**src/rtl/layer_mac_sched_pkg.sv**
```systemverilog
// Shared constants and helpers for the time-multiplexed fully-connected layer sequencer.
package layer_mac_sched_pkg;

    localparam logic [31:0] FP_ZERO = 32'h0000_0000;
    localparam logic [31:0] FP_ONE  = 32'h3F80_0000;

    localparam logic [0:0] ST_IDLE = 1'b0;
    localparam logic [0:0] ST_RUN  = 1'b1;

    // Sign-bit ReLU: -0.0 and negative NaN/Inf also clamp to +0.0.
    function automatic logic [31:0] relu_f32(input logic [31:0] v);
        logic [31:0] r;
        if (v[31]) begin
            r = FP_ZERO;
        end else begin
            r = v;
        end
        return r;
    endfunction

endpackage

```
**src/rtl/layer_mac_fsm.sv**
```systemverilog
// Sequencer for layer_mac_sched: pass state, neuron/cycle counters, memory addresses
// and per-cycle phase strobes for the shared multiplier/adder datapath.
module layer_mac_fsm
    import layer_mac_sched_pkg::*;
#(
    parameter int N_IN  = 10,
    parameter int N_OUT = 10,
    parameter int AW    = 8,
    parameter int IW    = 4
) (
    input  logic          clk,
    input  logic          rst_n,
    input  logic          start,
    output logic          busy,
    output logic          done,
    output logic [AW-1:0] act_addr,
    output logic [AW-1:0] w_addr,
    output logic [IW-1:0] n_idx,
    output logic          mul_en,
    output logic          first_en,
    output logic          acc_en,
    output logic          bias_en,
    output logic          emit_en
);

    localparam int P  = N_IN + 3;
    localparam int CW = $clog2(P);

    localparam logic [CW-1:0] C_ONE      = CW'(1);
    localparam logic [CW-1:0] C_FIRST    = CW'(2);
    localparam logic [CW-1:0] C_ACC0     = CW'(3);
    localparam logic [CW-1:0] C_ACT_LAST = CW'(N_IN - 1);
    localparam logic [CW-1:0] C_MUL_LAST = CW'(N_IN);
    localparam logic [CW-1:0] C_BIAS     = CW'(N_IN + 1);
    localparam logic [CW-1:0] C_LAST     = CW'(N_IN + 2);
    localparam logic [IW-1:0] N_LAST     = IW'(N_OUT - 1);

    logic [0:0]    state_q, state_d;
    logic [CW-1:0] c_q, c_d;
    logic [IW-1:0] n_q, n_d;
    logic [AW-1:0] act_addr_q, act_addr_d;
    logic [AW-1:0] w_addr_q, w_addr_d;
    logic          done_q, done_d;
    logic          run_s;

    // Next-state: counters advance every RUN cycle; addresses stop once the bias word is issued.
    always_comb begin
        state_d    = state_q;
        c_d        = c_q;
        n_d        = n_q;
        act_addr_d = act_addr_q;
        w_addr_d   = w_addr_q;
        done_d     = 1'b0;
        case (state_q)
            ST_IDLE: begin
                if (start) begin
                    state_d    = ST_RUN;
                    c_d        = '0;
                    n_d        = '0;
                    act_addr_d = '0;
                    w_addr_d   = '0;
                end else begin
                    state_d = ST_IDLE;
                end
            end
            ST_RUN: begin
                if (c_q == C_LAST) begin
                    c_d        = '0;
                    act_addr_d = '0;
                    if (n_q == N_LAST) begin
                        state_d  = ST_IDLE;
                        n_d      = '0;
                        w_addr_d = '0;
                        done_d   = 1'b1;
                    end else begin
                        n_d      = n_q + IW'(1);
                        w_addr_d = w_addr_q + AW'(1);
                    end
                end else begin
                    c_d = c_q + CW'(1);
                    if (c_q < C_ACT_LAST) begin
                        act_addr_d = act_addr_q + AW'(1);
                    end else begin
                        act_addr_d = act_addr_q;
                    end
                    if (c_q < C_MUL_LAST) begin
                        w_addr_d = w_addr_q + AW'(1);
                    end else begin
                        w_addr_d = w_addr_q;
                    end
                end
            end
            default: begin
                state_d = ST_IDLE;
            end
        endcase
    end

    // Sequencer registers.
    always_ff @(posedge clk or negedge rst_n) begin
        if (!rst_n) begin
            state_q    <= ST_IDLE;
            c_q        <= '0;
            n_q        <= '0;
            act_addr_q <= '0;
            w_addr_q   <= '0;
            done_q     <= 1'b0;
        end else begin
            state_q    <= state_d;
            c_q        <= c_d;
            n_q        <= n_d;
            act_addr_q <= act_addr_d;
            w_addr_q   <= w_addr_d;
            done_q     <= done_d;
        end
    end

    // Phase strobes decoded from the registered cycle counter.
    always_comb begin
        run_s    = (state_q == ST_RUN);
        mul_en   = run_s && (c_q >= C_ONE) && (c_q <= C_MUL_LAST);
        first_en = run_s && (c_q == C_FIRST);
        acc_en   = run_s && (c_q >= C_ACC0) && (c_q <= C_BIAS);
        bias_en  = run_s && (c_q == C_BIAS);
        emit_en  = run_s && (c_q == C_LAST);
    end

    assign busy     = (state_q == ST_RUN);
    assign done     = done_q;
    assign act_addr = act_addr_q;
    assign w_addr   = w_addr_q;
    assign n_idx    = n_q;

endmodule

```
**src/rtl/layer_mac_sched.sv**
```systemverilog
// One fully-connected ReLU layer computed with a single shared float_mult and float_adder;
// the parent provides both units and the activation/weight memories.
module layer_mac_sched
    import layer_mac_sched_pkg::*;
#(
    parameter int N_IN  = 10,
    parameter int N_OUT = 10,
    parameter int AW    = 8,
    parameter int IW    = 4
) (
    input  logic          clk,
    input  logic          rst_n,
    input  logic          start,
    output logic          busy,
    output logic          done,
    output logic [AW-1:0] act_addr,
    input  logic [31:0]   act_data,
    output logic [AW-1:0] w_addr,
    input  logic [31:0]   w_data,
    output logic [31:0]   mul_x,
    output logic [31:0]   mul_y,
    input  logic [31:0]   mul_z,
    output logic [31:0]   add_a,
    output logic [31:0]   add_b,
    input  logic [31:0]   add_out,
    output logic          out_valid,
    output logic [IW-1:0] out_idx,
    output logic [31:0]   out_data
);

    logic          mul_en_s, first_en_s, acc_en_s, bias_en_s, emit_en_s;
    logic [IW-1:0] n_idx_s;

    logic [31:0]   prod_q, prod_d;
    logic [31:0]   acc_q, acc_d;
    logic [31:0]   bias_q, bias_d;
    logic          out_valid_q, out_valid_d;
    logic [IW-1:0] out_idx_q, out_idx_d;
    logic [31:0]   out_data_q, out_data_d;

    layer_mac_fsm #(
        .N_IN  (N_IN),
        .N_OUT (N_OUT),
        .AW    (AW),
        .IW    (IW)
    ) u_fsm (
        .clk      (clk),
        .rst_n    (rst_n),
        .start    (start),
        .busy     (busy),
        .done     (done),
        .act_addr (act_addr),
        .w_addr   (w_addr),
        .n_idx    (n_idx_s),
        .mul_en   (mul_en_s),
        .first_en (first_en_s),
        .acc_en   (acc_en_s),
        .bias_en  (bias_en_s),
        .emit_en  (emit_en_s)
    );

    // Operand muxes: multiplier idles at +0.0 so its inputs are never X outside product cycles.
    always_comb begin
        if (mul_en_s) begin
            mul_x = act_data;
            mul_y = w_data;
        end else begin
            mul_x = FP_ZERO;
            mul_y = FP_ZERO;
        end
        add_a = acc_q;
        if (emit_en_s) begin
            add_b = bias_q;
        end else begin
            add_b = prod_q;
        end
    end

    // Datapath next-state; the first product loads the accumulator directly.
    always_comb begin
        prod_d      = prod_q;
        acc_d       = acc_q;
        bias_d      = bias_q;
        out_valid_d = emit_en_s;
        out_idx_d   = out_idx_q;
        out_data_d  = out_data_q;
        if (mul_en_s) begin
            prod_d = mul_z;
        end else begin
            prod_d = prod_q;
        end
        if (first_en_s) begin
            acc_d = prod_q;
        end else if (acc_en_s) begin
            acc_d = add_out;
        end else begin
            acc_d = acc_q;
        end
        if (bias_en_s) begin
            bias_d = w_data;
        end else begin
            bias_d = bias_q;
        end
        if (emit_en_s) begin
            out_data_d = relu_f32(add_out);
            out_idx_d  = n_idx_s;
        end else begin
            out_data_d = out_data_q;
            out_idx_d  = out_idx_q;
        end
    end

    // Datapath and output registers.
    always_ff @(posedge clk or negedge rst_n) begin
        if (!rst_n) begin
            prod_q      <= FP_ZERO;
            acc_q       <= FP_ZERO;
            bias_q      <= FP_ZERO;
            out_valid_q <= 1'b0;
            out_idx_q   <= '0;
            out_data_q  <= FP_ZERO;
        end else begin
            prod_q      <= prod_d;
            acc_q       <= acc_d;
            bias_q      <= bias_d;
            out_valid_q <= out_valid_d;
            out_idx_q   <= out_idx_d;
            out_data_q  <= out_data_d;
        end
    end

    assign out_valid = out_valid_q;
    assign out_idx   = out_idx_q;
    assign out_data  = out_data_q;

endmodule

```
**config.mk**
```make
export PLATFORM = sky130hd
export DESIGN_NAME = layer_mac_sched
export DESIGN_NICKNAME = d
export VERILOG_FILES = /design/src/rtl/layer_mac_sched_pkg.sv /design/src/rtl/layer_mac_fsm.sv /design/src/rtl/layer_mac_sched.sv
export SDC_FILE = /design/constraint.sdc
export NUM_CORES = 1
export LEC_CHECK = 0
export CAP_MARGIN = 20
export CORE_MARGIN = 2
export CORE_UTILIZATION = 44
export DETAILED_ROUTE_END_ITERATION = 6
export PLACE_DENSITY = 0.85
export SETUP_SLACK_MARGIN = 0.02
export SLEW_MARGIN = 5
export SYNTH_ARGS = -nofsm -noshare
export SYNTH_HDL_FRONTEND = slang
export SYNTH_SLANG_ARGS = --single-unit
```
**constraint.sdc**
```tcl
create_clock -name clk -period 2.85 [get_ports clk]
set_input_delay 0.57 -clock clk [delete_from_list [all_inputs] [get_ports clk]]
set_output_delay 0.57 -clock clk [all_outputs]
set_load 0.1 [all_outputs]
```
After elaboration in Yosys (flattened, before gate mapping)
Index checks and enable logic that the tools add are counted.
{ "op_classes": {"div": 0, "multipliers": 0, "bitwise_logic": 1, "n_mux": 27, "eq_ne": 8, "n_addsub": 4, "magnitude_cmp": 6, "shift": 0, "reduce_logical": 11} }
{ "op_table": {"columns": ["operator", "n"], "rows": [
  ["32-bit two-way mux", 5],
  ["8-bit two-way mux", 6],
  ["8-bit one-hot mux with 2 select lines", 2],
  ["31-bit two-way mux", 1],
  ["8-bit by 1-bit adder with 8-bit output (second input constant)", 2],
  ["4-bit two-way mux", 4],
  ["4-bit one-hot mux with 2 select lines", 2],
  ["4-bit equality test (second input constant)", 3],
  ["4-bit by 1-bit adder with 4-bit output (second input constant)", 2],
  ["4-bit less-or-equal comparator (second input constant)", 2],
  ["4-bit less-than comparator (second input constant)", 2],
  ["1-bit logical AND", 7],
  ["1-bit two-way mux", 6],
  ["3-bit != test (second input constant)", 2],
  ["2-bit AND reduction", 3],
  ["4-bit by 2-bit equality test with 1-bit output (second input constant)", 1],
  ["4-bit by 1-bit greater-or-equal comparator with 1-bit output (second input constant)", 1],
  ["4-bit by 2-bit greater-or-equal comparator with 1-bit output (second input constant)", 1],
  ["2-bit != test (second input constant)", 2],
  ["1-bit one-hot mux with 2 select lines", 1],
  ["2-bit nonzero test", 1],
  ["1-bit inverter", 1]
]} }
{ "word_totals": {"reg_bits": 159, "rom_bits": 0, "latchBits": 0, "ramBits": 0, "mem_count": 0, "word_cells": 69} }

Logic depth before layout (Yosys ltp)
{ "logic_depth": {"depth_word": 5, "mapped_depth": 8} }

By module
A second synthesis with hierarchy kept.
{ "unflattened": {"hier_cells": 691, "area_unflattened_um2": 8174.1} }
{ "by_module_without_submodules": {"columns": ["module", "seq_area_each_um2", "cells_per_inst", "instances", "area_per_inst_um2"], "rows": [
  ["layer_mac_sched", 3303.2, 527, 1, 6680.2],
  ["layer_mac_fsm", 650.6, 164, 1, 1493.9]
]} }

Worst setup path after synthesis
OpenSTA, ideal clock, no wires.
{ "synth_path": {"kind": "register to output", "start": "register u_fsm.state_q, in the netlist u_fsm.busy", "end": "output mul_x[0]", "arrival_ps": 2653, "n_path_buf": 3, "required_ps": 2280, "path_stages_with_launch": 7, "setup_slack_ps": -373, "path_cell_list": "dfrtp_1 -> buf_2 -> inv_1 -> a211oi_4 -> buf_6 -> buf_6 -> and2_1"} }
{ "synth_between": {"elab_chain_cells": 3} }
{ "synth_rtl": {"columns": ["item", "line_no", "text"], "rows": [
  ["start, declared", "layer_mac_fsm.sv:38", "logic [0:0] state_q, state_d;"],
  ["start signal, assigned", "layer_mac_fsm.sv:109", "state_q <= state_d;"],
  ["1-bit logical AND (2 in series)", "layer_mac_fsm.sv:121", "mul_en = run_s && (c_q >= C_ONE) && (c_q <= C_MUL_LAST);"],
  ["32-bit two-way mux", "layer_mac_sched.sv:64", "if (mul_en_s) begin"],
  ["end, declared", "layer_mac_sched.sv:20", "output logic [31:0] mul_x,"]
]} }
No other way between the ends.

Worst setup path after layout
{ "layout_path": {"start": "register u_fsm.c_q[0]", "end": "output mul_x[4]"} }
{ "layout_between": {"elab_chain_cells": 4, "elab_cells_between_ends": 5, "cone_classes": "2 x order compare; 1 x mux; 2 x reduce/logical"} }
{ "layout_rtl": {"columns": ["item", "line_no", "text"], "rows": [
  ["start, declared", "layer_mac_fsm.sv:39", "logic [CW-1:0] c_q, c_d;"],
  ["start signal, assigned", "layer_mac_fsm.sv:103", "c_q <= '0;"],
  ["start signal, assigned", "layer_mac_fsm.sv:110", "c_q <= c_d;"],
  ["4-bit by 1-bit greater-or-equal comparator with 1-bit output", "layer_mac_fsm.sv:121", null],
  ["1-bit logical AND", "layer_mac_fsm.sv:121", null],
  ["1-bit logical AND (*)", "layer_mac_fsm.sv:121", null],
  ["32-bit two-way mux (*)", "layer_mac_sched.sv:64", null]
]} }
Every way passes the cells marked *; elsewhere a longest branch is shown, timed or not.

==> run metrics <==
fin crit share 96.7%; GR Util All Layers 26.8%; count of cell types in the netlist 44; Hold WS 0.119 ns; routability cong. 0.860; Avg Cell Area, Syn 10.1 sq um; CP Launch Type register; Critical Path AT 2.19 ns; Top FF cell, synth dfrtp_1; fin crit period 2.76 ns; # port buffers 312; DR WL/cell 19.4 microns; drt pass-1 iters 4; Die W 136 microns; routed length on met1 10400 microns; chip height 136 microns; diodes inserted 0; number of global-route vias before repair 6719; Synth Cell Area 0.00765 sq mm; Syn. warnings 0; Met3 Routed Length 1980 microns; Max Slew Vio Count 0; total global routing overflow 0; largest net degree at the start of global routing 61; mux cell area share after synthesis 13.7%; antenna viol nets, final 0; met2 WL post-DR 12600 microns; share of the synthesized area in the top cell type 51.7%; final clock skew 0.0107 ns; commonest non-fill, non-tap cell in the layout dfrtp_1; fmax 363 MHz; final setup fails 0; area share of fa/ha/maj cells after synthesis 1.31%; Synth Area in Compound Gates 7.53%; overall routed net length 25600 microns; TritonCTS clock tree done; H-Tree Level Count 4; leading area contributor after synthesis dfrtp_1; number of vias per cell 5.20; sequential area share after synthesis 51.7%; CTS max path bufs 2; nets@finish 1220; Worst R2R End add_a[27]; Slew @ Worst Pin 0.694 ns; initial antenna violation count 0; Layout area overhead 67.2%; Post-synth EDFFs 0; Vias 6854; Post-synth ARST share 100%; Hold Fails Final Rpt 0; HPWL Detailed 17600 microns; Worst Setup SP u_fsm.c_q[0]; commonest non-fill, non-tap cells in the layout 154 x dfrtp_1, 151 x nand2_1, 129 x clkdlybuf4s50_1; reg2reg setup slack 0.73 ns; Top Layer Used met4; CP Capture Point mul_x[4]; largest family of logic cells by synthesized area simple AND/OR/NAND/NOR gates; first-pass GRT wire length 37800 microns; setup tns final 0 ns; clock sink count 158; num ports 314; RSZ-0062 raised after global routing yes; CTS Hold Buffers Added 0; Setup Crit Path Kind register to primary output; net count after synthesis 899; reg2reg path depth 7; die area 0.0185 sq mm; Initial Util 44.7%; slew margin rel. 53.7%; Max Cap Viol 0; Worst EP required 2.28 ns; xor-xnor portion of the synthesized cell area 0.573%; CTS Buf Count 17; worst-skew pair later-pin latency 0.42 ns; outcome complete, no violations; ranking of synthesized cells by area dfrtp_1 52%, nand2_1 9.0%, mux2_2 7.5%, and2_1 5.5%, mux2i_1 4.3%; layout cells sized above 1 37.8%; FF-to-FF Start u_fsm.c_q[0]; CP Capture Type primary output; HP Class input pin to async pin; simple logic cell fraction of the synthesized area 20.8%; cell count after synthesis 760; Residual DRC 0; placeable core region 0.0171 sq mm; Seq cells post-synth 158; initial drt markers 487; fillcell total 1120; clk slew on worst S/H paths 0.06 ns; Root Driver clkbuf_16; Cell Rows 48; fin util 74.7%; Critical Path Fanout Max 18
==> synthesized netlist by cell type (2+ instances only) <==
master    instances
dfrtp_1         158
mux2_1           13
and2_1           67
a21oi_1           9
clkbuf_1         21
a211o_1           2
o31ai_1           3
buf_4             6
mux2i_1          33
o21ai_1          10
buf_2            14
xor2_1            5
nor3_1            2
nor2b_1           2
nand2_1         183
nand4_1           6
nand2b_1         32
and3_1            3
buf_6             9
ha_1              8
mux2_2           51
o21ai_0          64
a41oi_1           2
nand3_1           9
a31oi_1           7
nor2_1           15
or2_2             2
inv_1             8
==> flip-flops by register name (all words and copies together), names as in the netlist <==
name,count
bias_q,32
u_fsm.done,1
u_fsm.act_addr,8
out_data,31
out_idx,4
add_a,32
prod_q,32
u_fsm.w_addr,8
u_fsm.c_q,4
out_valid,1
u_fsm.busy,1
u_fsm.n_idx,4
==> routing by layer <==
layer	vias up	track usage, %
met4	0	7.06
met2	256	44.7
li1	3176	-
met5	-	0
met1	3378	34.2
met3	44	8.09
==> worst min-delay path by stage <==
stage	slack, ns	cells after the start	endpoint	startpoint
after floorplan	0.27	0	add_a[0]	rst_n
after CTS	0.13	1	add_a[23]	rst_n
final	0.12	1	out_data[21]	rst_n
after global placement	0.46	2	out_idx[3]	out_idx[3]
after detailed placement	0.47	2	out_data[5]	out_data[5]
after global routing	0.15	1	out_valid	rst_n
==> through the flow <==
step / instance area (sq um) / instances / worst slack [ns]
global placement: 11900 / 1268 / 0.337
CTS: 12600 / 1305 / -0.0128
detailed placement: 11900 / 1268 / 0.244
global route: 12800 / 1319 / -0.000574
floorplan: 7810 / 760 / 0.202
finish: 12800 / 1319 / 0.0938
==> kinds of logic after synthesis <==
kind of cell | Yosys count
AOI/OAI and AO/OA | 103
xor gates and xnor gates | 5
adders and majority gates | 8
buffers and inverters | 58
DFF | 158
muxes | 97
other | 1
and+or+nand+nor | 330
==> worst max-delay path, cell delays in order, from the launching register on <==
cell and delay (ns):
dfrtp_2 0.45, inv_4 0.10, ha_4 0.14, o21bai_1 0.09, a211oi_4 0.26, buf_12 0.19
clkbuf_16 0.18, and2_2 0.18, buf_12 0.17
==> repair_timing <==
action	CTS	global route
cloned	2	3
endpoints found under the setup margin	96	96
pin swaps	1	2
gates resized for setup	16	10
buffers inserted	3	11
==> layout make-up <==
class	instances	area (sq um)	area share, %
Clock inverter	10	139	1.09
Inverter	8	35.0	0.274
Multi-Input combinational cell	544	3560	27.9
Clock buffer	22	454	3.55
Tap cell	225	282	2.20
Timing Repair Buffer	352	4360	34.1
Sequential cell	158	3960	31.0
Power is left out: the tool's default activity adds up to more than one toggle a clock period on the data nets, which glitch-free logic cannot reach.
